--- src/rtl/enc_tx_scheduler.sv ---
// Two-lane transmit scheduler that shares the encoder between the ordered-set
// generator and the transport data path. It grants whole symbols only.
module enc_tx_scheduler #(
    parameter int         OS_BURST_MAX = 4,
    parameter logic [7:0] PAD_BYTE     = 8'h00
) (
    input  logic       enc_clk,
    input  logic       rst,
    input  logic       enable,
    input  logic [1:0] gen_speed,
    input  logic       os_req,
    input  logic [7:0] os_lane_0,
    input  logic [7:0] os_lane_1,
    output logic       os_rd,
    input  logic       td_req,
    input  logic       td_valid,
    input  logic [7:0] td_lane_0,
    input  logic [7:0] td_lane_1,
    output logic       td_rd,
    output logic [7:0] lane_0_tx,
    output logic [7:0] lane_1_tx,
    output logic [3:0] d_sel,
    output logic       enc_en,
    output logic       sym_start,
    output logic       underrun
);

    localparam int         BW        = $clog2(OS_BURST_MAX + 1);
    localparam logic [3:0] DSEL_OS   = 4'd8;
    localparam logic [3:0] DSEL_TD   = 4'd0;
    localparam logic [3:0] DSEL_IDLE = 4'd9;

    // state   | meaning
    // ST_IDLE | no symbol in flight, arbitrate every cycle
    // ST_OS   | popping one ordered-set symbol, one byte per cycle
    // ST_TD   | popping one transport symbol, pad on td_valid gaps
    typedef enum logic [1:0] {
        ST_IDLE = 2'd0,
        ST_OS   = 2'd1,
        ST_TD   = 2'd2
    } state_t;

    state_t        r_state;
    state_t        w_state_nxt;
    logic [3:0]    r_byte_idx;
    logic [3:0]    w_byte_idx_nxt;
    logic [BW-1:0] r_os_burst;
    logic [BW-1:0] w_os_burst_nxt;
    logic [1:0]    r_spd;
    logic [1:0]    w_spd_nxt;
    logic [3:0]    w_last_idx;
    logic          w_last;
    logic          w_arb;
    logic          w_issue_os;
    logic          w_issue_td;
    logic          w_burst_ok;

    always_comb begin
        case (r_spd)
            2'd2:    w_last_idx = 4'd7;
            2'd1:    w_last_idx = 4'd15;
            default: w_last_idx = 4'd0;
        endcase
    end

    assign w_last     = (r_byte_idx == w_last_idx);
    assign w_issue_os = enable && (r_state == ST_OS);
    assign w_issue_td = enable && (r_state == ST_TD);
    assign w_arb      = enable && ((r_state == ST_IDLE) || w_last);
    assign w_burst_ok = (r_os_burst < BW'(OS_BURST_MAX));

    // Strobes are gated by enable so nothing is popped from a symbol about to be dropped.
    always_comb begin
        w_state_nxt    = r_state;
        w_byte_idx_nxt = r_byte_idx;
        w_os_burst_nxt = r_os_burst;
        w_spd_nxt      = r_spd;
        os_rd          = w_issue_os;
        td_rd          = w_issue_td && td_valid;

        if (!enable) begin
            w_state_nxt    = ST_IDLE;
            w_byte_idx_nxt = 4'd0;
            w_os_burst_nxt = '0;
        end else begin
            if (r_state != ST_IDLE) begin
                w_byte_idx_nxt = w_last ? 4'd0 : r_byte_idx + 4'd1;
            end
            if (w_arb) begin
                if (os_req && (!td_req || w_burst_ok)) begin
                    w_state_nxt = ST_OS;
                    w_spd_nxt   = gen_speed;
                    if (!td_req) begin
                        w_os_burst_nxt = '0;
                    end else if (w_burst_ok) begin
                        w_os_burst_nxt = r_os_burst + 1'b1;
                    end
                end else if (td_req) begin
                    w_state_nxt    = ST_TD;
                    w_spd_nxt      = gen_speed;
                    w_os_burst_nxt = '0;
                end else begin
                    w_state_nxt = ST_IDLE;
                end
            end
        end
    end

    always_ff @(posedge enc_clk) begin
        if (rst) begin
            r_state    <= ST_IDLE;
            r_byte_idx <= 4'd0;
            r_os_burst <= '0;
            r_spd      <= 2'd0;
        end else begin
            r_state    <= w_state_nxt;
            r_byte_idx <= w_byte_idx_nxt;
            r_os_burst <= w_os_burst_nxt;
            r_spd      <= w_spd_nxt;
        end
    end

    // Lane bytes hold their last value through IDLE and enable-low periods.
    always_ff @(posedge enc_clk) begin
        if (rst) begin
            lane_0_tx <= 8'h00;
            lane_1_tx <= 8'h00;
            d_sel     <= DSEL_IDLE;
            enc_en    <= 1'b0;
            sym_start <= 1'b0;
            underrun  <= 1'b0;
        end else begin
            sym_start <= 1'b0;
            if (!enable) begin
                d_sel    <= DSEL_IDLE;
                enc_en   <= 1'b0;
                underrun <= 1'b0;
            end else if (w_issue_os) begin
                lane_0_tx <= os_lane_0;
                lane_1_tx <= os_lane_1;
                d_sel     <= DSEL_OS;
                enc_en    <= 1'b1;
                sym_start <= (r_byte_idx == 4'd0);
            end else if (w_issue_td) begin
                lane_0_tx <= td_valid ? td_lane_0 : PAD_BYTE;
                lane_1_tx <= td_valid ? td_lane_1 : PAD_BYTE;
                d_sel     <= DSEL_TD;
                enc_en    <= 1'b1;
                sym_start <= (r_byte_idx == 4'd0);
                if (!td_valid) begin
                    underrun <= 1'b1;
                end
            end else begin
                d_sel <= DSEL_IDLE;
            end
        end
    end

endmodule
--- config.mk ---
export PLATFORM = sky130hd
export DESIGN_NAME = enc_tx_scheduler
export DESIGN_NICKNAME = d
export VERILOG_FILES = /design/src/rtl/enc_tx_scheduler.sv
export SDC_FILE = /design/constraint.sdc
export NUM_CORES = 1
export LEC_CHECK = 0
export ABC_CLOCK_PERIOD_IN_PS = 5200
export CELL_PAD_IN_SITES_DETAIL_PLACEMENT = 1
export CELL_PAD_IN_SITES_GLOBAL_PLACEMENT = 1
export CORE_AREA = 2 2 72 74
export DETAILED_ROUTE_END_ITERATION = 8
export DIE_AREA = 0 0 74 76
export HOLD_SLACK_MARGIN = 0.06
export PLACE_DENSITY_LB_ADDON = 0.1
export SLEW_MARGIN = 40
export SYNTH_ARGS = -nofsm -noshare
export SYNTH_HDL_FRONTEND = slang
export SYNTH_SLANG_ARGS = --single-unit
--- constraint.sdc ---
create_clock -name enc_clk -period 5.2 [get_ports enc_clk]
set_input_delay 1.56 -clock enc_clk [delete_from_list [all_inputs] [get_ports enc_clk]]
set_output_delay 1.56 -clock enc_clk [all_outputs]
set_load 0.01 [all_outputs]
==> results.ini, run 1 <==
[status]
run_status=completed

[cells_and_area]
diodes=0
num-nets-final=281
drive_gt1_share_pct=6.72
most_common_cell_after_layout_fill_and_taps_aside=clkdlybuf4s50_1
post_route_cell_area_um2=2250
leading_cell_types_in_the_layout_fill_and_taps_excluded=62 x clkdlybuf4s50_1, 32 x dfxtp_1, 25 x nand2_1, 21 x nor2_1, 19 x nand3_1
syn_to_final_growth_pct=50.0

[sta]
totalNegativeSetupSlack_ns=0
worstMarginPinSlew_ns=0.778
final-setup-viol-count=0
unrepaired_setup_endpoints_after_global_routing=no
fin_ws_ns=0.633
max_slew_headroom_at_the_worst_pin_pct=48.1
final.hold.worst_slack_ns=0.462
final.min_clock_period_ns=4.57
layout_worst_path_cycle_share_pct=87.8
max_freq_mhz=219
timing.clock.skew_ns=0.00416
final_max_slew_viol_count=0
final-hold-violation-count=0

[global_routing]
grt_antenna_before_repair=0
grtUsageTotal_pct=16.3
grt_max_degree=34
via_count_of_the_first_global_routing_pass=1586
gr-total-overflow=0
grt_first_pass_wirelength_um=7190

[synthesis]
seq_area_frac_synth_pct=42.6
syn_area_per_cell_um2=8.54
synth_largest_type_area_fraction_pct=42.6
synth_area_leader_cell=dfxtp_1
synth.area.top_cells=dfxtp_1 43%, a311oi_1 9.3%, nand3_1 6.3%
synth_cells=176
synth_enable_flop_cells=0
synthesis.area_um2=1500
ys_async_sr_fraction_pct=0
yosysWarnings=0
synth-seq-cells=32
ys_types=39
ys_dominant_reg_cell=dfxtp_1

[setup_path]
timing.critical_path.mode_cell=clkdlybuf4s50_1
crit_fanout=17
reg2reg_to=sym_start
timing.critical_path.from=enable
worst_ep_arrival_time_ns=3.01
critical_path_required_ns=3.64
reg2regPathDepth=4
crit_type=primary input to output pin
crit_end=os_rd
worst_setup_path_start_kind=primary input
cp_cell_sequence=clkdlybuf4s50_1 -> nand2_4 -> inv_2 -> clkdlybuf4s50_1
max_stage_delay_ns=0.62
setup.reg_to_reg.worst_slack_ns=3.39
endpoint_kind=output pin
worst_path_max_delay_cell=clkdlybuf4s50_1
regToRegStartpoint=r_state[1]

[floorplan]
initial_utilization_pct=30.6
dieArea_um2=5620
core_area_um2=4910
floorplan.rows=26
fp.dieW_um=74
boundaryPins=65
die_y_um=76

[placed_design]
gp_congestion=0.763
dp_hpwl_um=3330
port_buffers=62
pre_cts_slack_ns=0.640
dpl-instance-area_um2=2160

[cts]
clk_transition_reported_paths_ns=0.06
clock-root-buffer=clkbuf_8
cts_made_buffers=5
post_cts_resize_count=0
cts_tree=done
clock-sinks=32
clkLatencyLatePin_ns=0.27
ctsLongestPathBuffers=2
cts_setup_buffers=0
holdBufCountCts=0
cts-htree-levels=2

[power_and_ir_drop]
power_leakage_nw=0.796
clockPowerShare_pct=36.1
seq_power_share_pct=47.9
internal_power_mw=0.410
switching_share_pct=23.4
peakVddDrop_uv=93.9
power.density_nw_per_um2=238
power.net_switching_mw=0.125
comb_power_share_pct=16.0

[detailed_routing]
avgViaCountPerCell=4.83
detail_route.wirelength_um=4330
detailedRoute.firstPassIterationCount=4
avgRoutedWirePerCell_um=14.1
routed-via-count=1487
detail-route-antenna-nets=0
drt_iter0_drc=50
remaining_drc_errors=0

[flow_run]
maxCapViolCount=0

[worst_hold_path]
hp-class=flip-flop to flip-flop

cell usage after synthesis, drive strengths merged, types with 3 or more instances:
cell type,number
nor2b,5
clkbuf,4
o21ai,6
nand2,26
nand3,19
ha,4
buf,8
dfxtp,32
nand2b,3
nor2,22
inv,5
xnor2,3
a311oi,16
critical path, delay by kind of cell:
| kind | cells | cell delay, ns |
|---|---|---|
| and+or+nand+nor | 1 | 0.20 |
| buffers and inverters | 3 | 1.24 |
final cells by class:
class	instances	area [um2]
Clock buffer	8	90.1
Fill cell	582	2660
Inverter	5	18.8
Multi-Input combinational cell	128	773
Sequential cell	32	641
Tap cell	70	87.6
Timing Repair Buffer	65	643
kinds of logic (layout without fill, tap and decap cells):
| family | count (synthesis) | count (layout) | synth area share (%) |
|---|---|---|---|
| other | 1 | 2 | 0.250 |
| muxes | 2 | 2 | 1.33 |
| adders and majority gates | 4 | 4 | 3.33 |
| AOI/OAI and AO/OA | 31 | 31 | 16.4 |
| xor gates and xnor gates | 4 | 4 | 2.33 |
| DFF | 32 | 32 | 42.6 |
| buffers and inverters | 17 | 78 | 6.16 |
| and+or+nand+nor | 85 | 85 | 27.6 |
through the flow:
stage | std cells | util, % | total power [mW]
final | 308 | 45.9 | 0.536
after global routing | 308 | 45.9 | 0.564
after CTS | 308 | 45.9 | 0.545
after detailed placement | 300 | 44.0 | 0.349
after global placement | 300 | 44.0 | 0.346
after floorplan | 177 | - | 0.299
power by group through the flow:
stage / Sequential (mW) / Combinational [mW] / Clock (mW)
final: 0.257 / 0.0859 / 0.193
after global routing: 0.257 / 0.0947 / 0.212
after CTS: 0.257 / 0.0873 / 0.201
after detailed placement: 0.262 / 0.0867 / 0
after global placement: 0.262 / 0.0844 / 0
after floorplan: 0.264 / 0.0350 / 0
routing by layer:
layer	wire [um]	up-vias	global-route usage, %
li1	-	733	-
met1	1820	714	19.5
met2	2210	36	27.6
met3	268	4	5.03
met4	43	0	4.91
met5	0	-	0
registers in the layout, summed over array words and instances (netlist names):
register,cells
lane_0_tx,8
lane_1_tx,8
r_byte_idx,4
r_os_burst,3
d_sel,2
r_spd,2
r_state,2
enc_en,1
sym_start,1
underrun,1
worst min path at each step:
stage          cells after the start        end     startpoint  slack [ns]
2_1_floorplan                      1  sym_start  r_byte_idx[3]        0.47
3_3_place_gp                       2     enc_en         enc_en        0.44
3_5_place_dp                       2     enc_en         enc_en        0.45
4_1_cts                            2     enc_en         enc_en        0.47
5_1_grt                            2     enc_en         enc_en        0.48
6_report                           2     enc_en         enc_en        0.46
No activity file was read; power rests on OpenSTA's default activity.
==> run 2: changes to the inputs <==
==> constraint.sdc (replaced) <==
create_clock -name enc_clk -period 5.2 [get_ports enc_clk]
set_input_delay 1.04 -clock enc_clk [delete_from_list [all_inputs] [get_ports enc_clk]]
set_output_delay 1.04 -clock enc_clk [all_outputs]
set_load 0.01 [all_outputs]
==> run 2 against run 1 <==
Against the previous run: combinational power fell by 2%; final cell count fell by 1.3%; sequential power barely moved; critical endpoint unchanged; highest routed layer unchanged.
==> results.ini, run 2 (synthesis gave the netlist of run 1 again) <==
[status]
run_status=completed

[cells_and_area]
most_common_cell_after_layout_fill_and_taps_aside=clkdlybuf4s50_1
diodes=0  ; unchanged
leading_cell_types_in_the_layout_fill_and_taps_excluded=61 x clkdlybuf4s50_1, 32 x dfxtp_1, 25 x nand2_1, 21 x nor2_1, 19 x nand3_1
num-nets-final=278  ; -1.1%
fillerInstances=567  ; -2.6%
drive_gt1_share_pct=6.41  ; -0.31 points
biggestRegsByFlops=lane_0_tx: 8 flops, lane_1_tx: 8 flops, r_byte_idx: 4 flops
finish.utilization_pct=45.4  ; -0.43 points
syn_to_final_growth_pct=48.5

[power_and_ir_drop]
power.density_nw_per_um2=244  ; +2.6%
internal_power_mw=0.419  ; +2.1%
clockPowerShare_pct=37.4  ; +1.3 points
seq_power_share_pct=47.1  ; -0.8 points
power_leakage_nw=0.786  ; -1.3%
switching_share_pct=23.1  ; -0.33 points
comb_power_share_pct=15.5  ; -0.5 points
power.net_switching_mw=0.126  ; +0.17%
peakVddDrop_uv=94.2  ; +0.34%

[detailed_routing]
detailedRoute.firstPassIterationCount=5  ; +1
detail-route-antenna-nets=0  ; unchanged
avgRoutedWirePerCell_um=14.2  ; +1.1%
avgViaCountPerCell=4.82  ; -0.25%
remaining_drc_errors=0  ; unchanged
routed-via-count=1464  ; -1.5%
drt_iter0_drc=18  ; -64%
detail_route.wirelength_um=4320  ; -0.23%

[sta]
timing.clock.skew_ns=0.00250  ; -0.00166 ns
final.min_clock_period_ns=3.74  ; -0.822 ns
unrepaired_setup_endpoints_after_global_routing=no
totalNegativeSetupSlack_ns=0  ; unchanged
max_slew_headroom_at_the_worst_pin_pct=45.7  ; -2.4 points
worstMarginPinSlew_ns=0.813  ; +0.0354 ns
max_freq_mhz=267  ; +22%
layout_worst_path_cycle_share_pct=72.0  ; -16 points
final-hold-violation-count=0  ; unchanged
final-setup-viol-count=0  ; unchanged
final_max_slew_viol_count=0  ; unchanged

[global_routing]
gr-total-overflow=0  ; unchanged
gr-usage-met1_pct=19.0  ; -0.56 points
grt.met3_usage_pct=3.84  ; -1.2 points
via_count_of_the_first_global_routing_pass=1568  ; -1.1%
grtUsageTotal_pct=16.4  ; +0.089 points
grt_max_degree=34  ; unchanged
grt_first_pass_wirelength_um=7170  ; -0.28%
grt.met2_usage_pct=28.7  ; +1.1 points
grt_antenna_before_repair=0  ; unchanged
busiest_layer=met2

[floorplan]
boundaryPins=65  ; unchanged
die_y_um=76  ; unchanged
dieArea_um2=5620  ; unchanged
fp.dieW_um=74  ; unchanged
initial_utilization_pct=30.6  ; unchanged
floorplan.rows=26  ; unchanged
core_area_um2=4910  ; unchanged

[setup_path]
reg2regPathDepth=4  ; unchanged
crit_fanout=17  ; unchanged
worst_ep_arrival_time_ns=2.70  ; -0.31 ns
endpoint_kind=output pin
crit_type=primary input to output pin
critical_path_required_ns=4.16  ; +0.52 ns
worst_setup_path_start_kind=primary input

[cts]
post_cts_resize_count=0  ; unchanged
cts_tree=done
holdBufCountCts=0  ; unchanged
clock-root-buffer=clkbuf_8
cts_made_buffers=5  ; unchanged
cts-htree-levels=2  ; unchanged
clock-sinks=32  ; unchanged
ctsLongestPathBuffers=2  ; unchanged
clk_transition_reported_paths_ns=0.06  ; about the same
cts_setup_buffers=0  ; unchanged
clkLatencyLatePin_ns=0.28  ; about the same

[placed_design]
port_buffers=62  ; unchanged
dp_hpwl_um=3340  ; +0.43%
gp_congestion=0.741  ; -2.9%

[flow_run]
maxCapViolCount=0  ; unchanged

[worst_hold_path]
hp-class=flip-flop to flip-flop
worstHoldPathCells=2  ; unchanged

## run 2: final timing paths
kind               from         to  slack (ns)
max reg2reg  r_state[1]  sym_start        3.35
max              enable      os_rd        1.46
min              enc_en     enc_en        0.45
min reg2reg      enc_en     enc_en        0.45
## run 2: per-layer routing
layer | vias to the layer above | share of wire (%) | wire, um
met5 | - | 0 | 0
met4 | 0 | 1.3 | 57
met3 | 5 | 4.4 | 192
met2 | 39 | 54 | 2330
met1 | 693 | 40 | 1750
li1 | 727 | - | -
## run 2: power groups by stage
stage | Sequential [mW] | Clock [mW] | Combinational [mW]
floorplan | 0.264 | 0 | 0.0350
global placement | 0.262 | 0 | 0.0841
detailed placement | 0.262 | 0 | 0.0855
CTS | 0.257 | 0.211 | 0.0859
global route | 0.258 | 0.221 | 0.0923
finish | 0.257 | 0.204 | 0.0844
## run 2: worst max-delay path: stages
cell and delay [ns]:
clkdlybuf4s50_1 0.60, nand2_4 0.18, inv_2 0.28, clkdlybuf4s50_1 0.60
## run 2: final cells by class
type / count / area [um2] / area share [%]
Clock buffer: 7 / 96.3 / 4.32
Inverter: 5 / 18.8 / 0.841
Multi-Input combinational cell: 128 / 773 / 34.6
Sequential cell: 32 / 641 / 28.7
Tap cell: 70 / 87.6 / 3.92
Timing Repair Buffer: 62 / 616 / 27.6
## run 2: per-stage QoR
step | area (um2) | worst slack, ns | total power, mW | hold slack (ns) | instances
5_1_grt | 2230 | 1.34 | 0.571 | 0.506 | 304
3_5_place_dp | 2140 | 1.44 | 0.348 | 0.447 | 297
3_3_place_gp | 2140 | 1.46 | 0.346 | 0.441 | 297
4_1_cts | 2240 | 1.44 | 0.553 | 0.456 | 304
6_report | 2230 | 1.46 | 0.545 | 0.450 | 304
2_1_floorplan | 1510 | 2.38 | 0.299 | 0.465 | 177
==> run 3: changes to the inputs <==
ABC_CLOCK_PERIOD_IN_PS = 3700   (was 5200)
CORE_AREA = 2 2 74 76   (was 2 2 72 74)
DIE_AREA = 0 0 76 78   (was 0 0 74 76)
clock period = 3.7 ns   (was 5.2 ns; I/O delays follow)
==> run 3 against run 2 <==
Against the previous run: critical path depth unchanged; clock skew is 0.00099 ns higher; utilization down 0.58 points; via count up 1.6%; count of clock-buffer cells in the layout unchanged; non-clock buffer count increased by 3; first-iteration DRC count grew to 3.3 times the previous value; worst hold slack better by 0.025 ns; die area is 5.4% higher; highest routed layer unchanged.
==> results.ini, run 3 (synthesis gave the netlist of run 1 again) <==
[global_routing]
gr-total-overflow=0  ; unchanged
grt_first_pass_wirelength_um=7560  ; +5.4%
grt_antenna_before_repair=0  ; unchanged
via_count_of_the_first_global_routing_pass=1615  ; +3.0%
grtUsageTotal_pct=16.2  ; -0.27 points
grt_max_degree=34  ; unchanged

[setup_path]
worst_path_max_delay_cell=clkdlybuf4s50_1
crit_fanout=17  ; unchanged
cp_cell_sequence=clkdlybuf4s50_1 -> nand2_4 -> inv_2 -> clkdlybuf4s50_1
max_stage_delay_ns=0.60  ; about the same
endpoint_kind=output pin
critical_path_required_ns=2.96  ; -1.20 ns
timing.critical_path.mode_cell=clkdlybuf4s50_1
crit_type=primary input to output pin
worst_setup_path_start_kind=primary input
worst_ep_arrival_time_ns=2.25  ; -0.45 ns
setup.reg_to_reg.worst_slack_ns=1.83  ; -1.52 ns

[cells_and_area]
num-nets-final=281  ; +1.1%
diodes=0  ; unchanged
drive_gt1_share_pct=7.59  ; +1.2 points
leading_cell_types_in_the_layout_fill_and_taps_excluded=62 x clkdlybuf4s50_1, 32 x dfxtp_1, 25 x nand2_1, 21 x nor2_1, 19 x nand3_1
syn_to_final_growth_pct=50.5
finish.utilization_pct=44.9  ; -0.58 points
most_common_cell_after_layout_fill_and_taps_aside=clkdlybuf4s50_1
biggestRegsByFlops=lane_0_tx: 8 flops, lane_1_tx: 8 flops, r_byte_idx: 4 flops

[cts]
post_cts_resize_count=0  ; unchanged
cts_tree=done
clkLatencyLatePin_ns=0.28  ; about the same
cts_made_buffers=5  ; unchanged
clock-root-buffer=clkbuf_8
ctsLongestPathBuffers=2  ; unchanged
holdBufCountCts=0  ; unchanged
cts_setup_buffers=0  ; unchanged
clock-sinks=32  ; unchanged
cts-htree-levels=2  ; unchanged
clk_transition_reported_paths_ns=0.06  ; about the same

[power_and_ir_drop]
peakVddDrop_uv=181  ; +92%
power.density_nw_per_um2=341  ; +40%
power_leakage_nw=0.801  ; +1.9%

[status]
run_status=completed

[sta]
timing.clock.skew_ns=0.00350  ; +0.000995 ns
final-hold-violation-count=0  ; unchanged
final.hold.worst_slack_ns=0.474  ; +0.0246 ns
final-setup-viol-count=0  ; unchanged
max_freq_mhz=334
max_slew_headroom_at_the_worst_pin_pct=58.7  ; +13 points
fin_ws_ns=0.708  ; -0.748 ns
worstMarginPinSlew_ns=0.619  ; -0.194 ns
final.min_clock_period_ns=2.99
totalNegativeSetupSlack_ns=0  ; unchanged
final_max_slew_viol_count=0  ; unchanged
unrepaired_setup_endpoints_after_global_routing=no
layout_worst_path_cycle_share_pct=80.9

[floorplan]
boundaryPins=65  ; unchanged
initial_utilization_pct=29.8  ; -0.79 points
core_area_um2=5040  ; +2.6%
die_y_um=78  ; +2.6%
floorplan.rows=26  ; unchanged
dieArea_um2=5930  ; +5.4%
fp.dieW_um=76  ; +2.7%

[placed_design]
dp_hpwl_um=3340  ; -0.23%
gp_congestion=0.798  ; +7.6%
pre_cts_slack_ns=0.700  ; -0.742 ns
port_buffers=62  ; unchanged

[detailed_routing]
routed-via-count=1487  ; +1.6%
remaining_drc_errors=0  ; unchanged
avgRoutedWirePerCell_um=14.8  ; +4.2%
detailedRoute.firstPassIterationCount=4  ; -1
avgViaCountPerCell=4.84  ; +0.58%
detail-route-antenna-nets=0  ; unchanged
drt_iter0_drc=59  ; +41
detail_route.wirelength_um=4550  ; +5.2%

[flow_run]
maxCapViolCount=0  ; unchanged

[worst_hold_path]
hp-class=flip-flop to flip-flop

==> run 3: cell types whose count changed in the layout (fill, tap and decap cells not counted), sizes merged <==
cell	change
clkdlybuf4s50	+1
buf	+2
==> run 3: stage by stage <==
| step | instances | power (mW) | instance area (um2) |
|---|---|---|---|
| after floorplan | 177 | 0.420 | 1510 |
| after global placement | 300 | 0.487 | 2160 |
| after detailed placement | 300 | 0.492 | 2160 |
| after CTS | 307 | 0.786 | 2260 |
| after global routing | 307 | 0.822 | 2260 |
| final | 307 | 0.772 | 2260 |
==> run 3: layout make-up <==
| class | count | area, um2 |
|---|---|---|
| flip-flops and latches | 32 | 641 |
| multi-input cells | 128 | 776 |
| clock buffers | 7 | 96.3 |
| repair buffers | 65 | 643 |
| well taps | 70 | 87.6 |
| fillers | 609 | 2780 |
| inverters | 5 | 18.8 |
==> run 3: power by group <==
part | switching, mW | internal, mW | leakage [nW] | total (mW)
combinational | 0.0514 | 0.0707 | 0.491 | 0.122
sequential | 0.00585 | 0.355 | 0.259 | 0.361
clock | 0.124 | 0.166 | 0.0503 | 0.290
==> run 3: metal layers <==
layer | vias to the layer above | GRT usage [%] | share of wire [%]
met5 | - | 0 | 0
li1 | 735 | - | -
met2 | 38 | 29.5 | 52
met3 | 8 | 5.70 | 5.5
met1 | 706 | 17.2 | 41
met4 | 0 | 6.18 | 1.8
==> run 3: final timing paths <==
kind,to,startpoint,cells after the start
worst min-delay path,enc_en,enc_en,2
worst max-delay path,os_rd,enable,4
worst min register to register,enc_en,enc_en,2
worst max register to register,sym_start,r_state[1],4
==> run 3: worst max-delay path: cells and delay by family <==
family	cells	cell delay [ns]
and+or+nand+nor	1	0.07
buffers and inverters	3	1.44
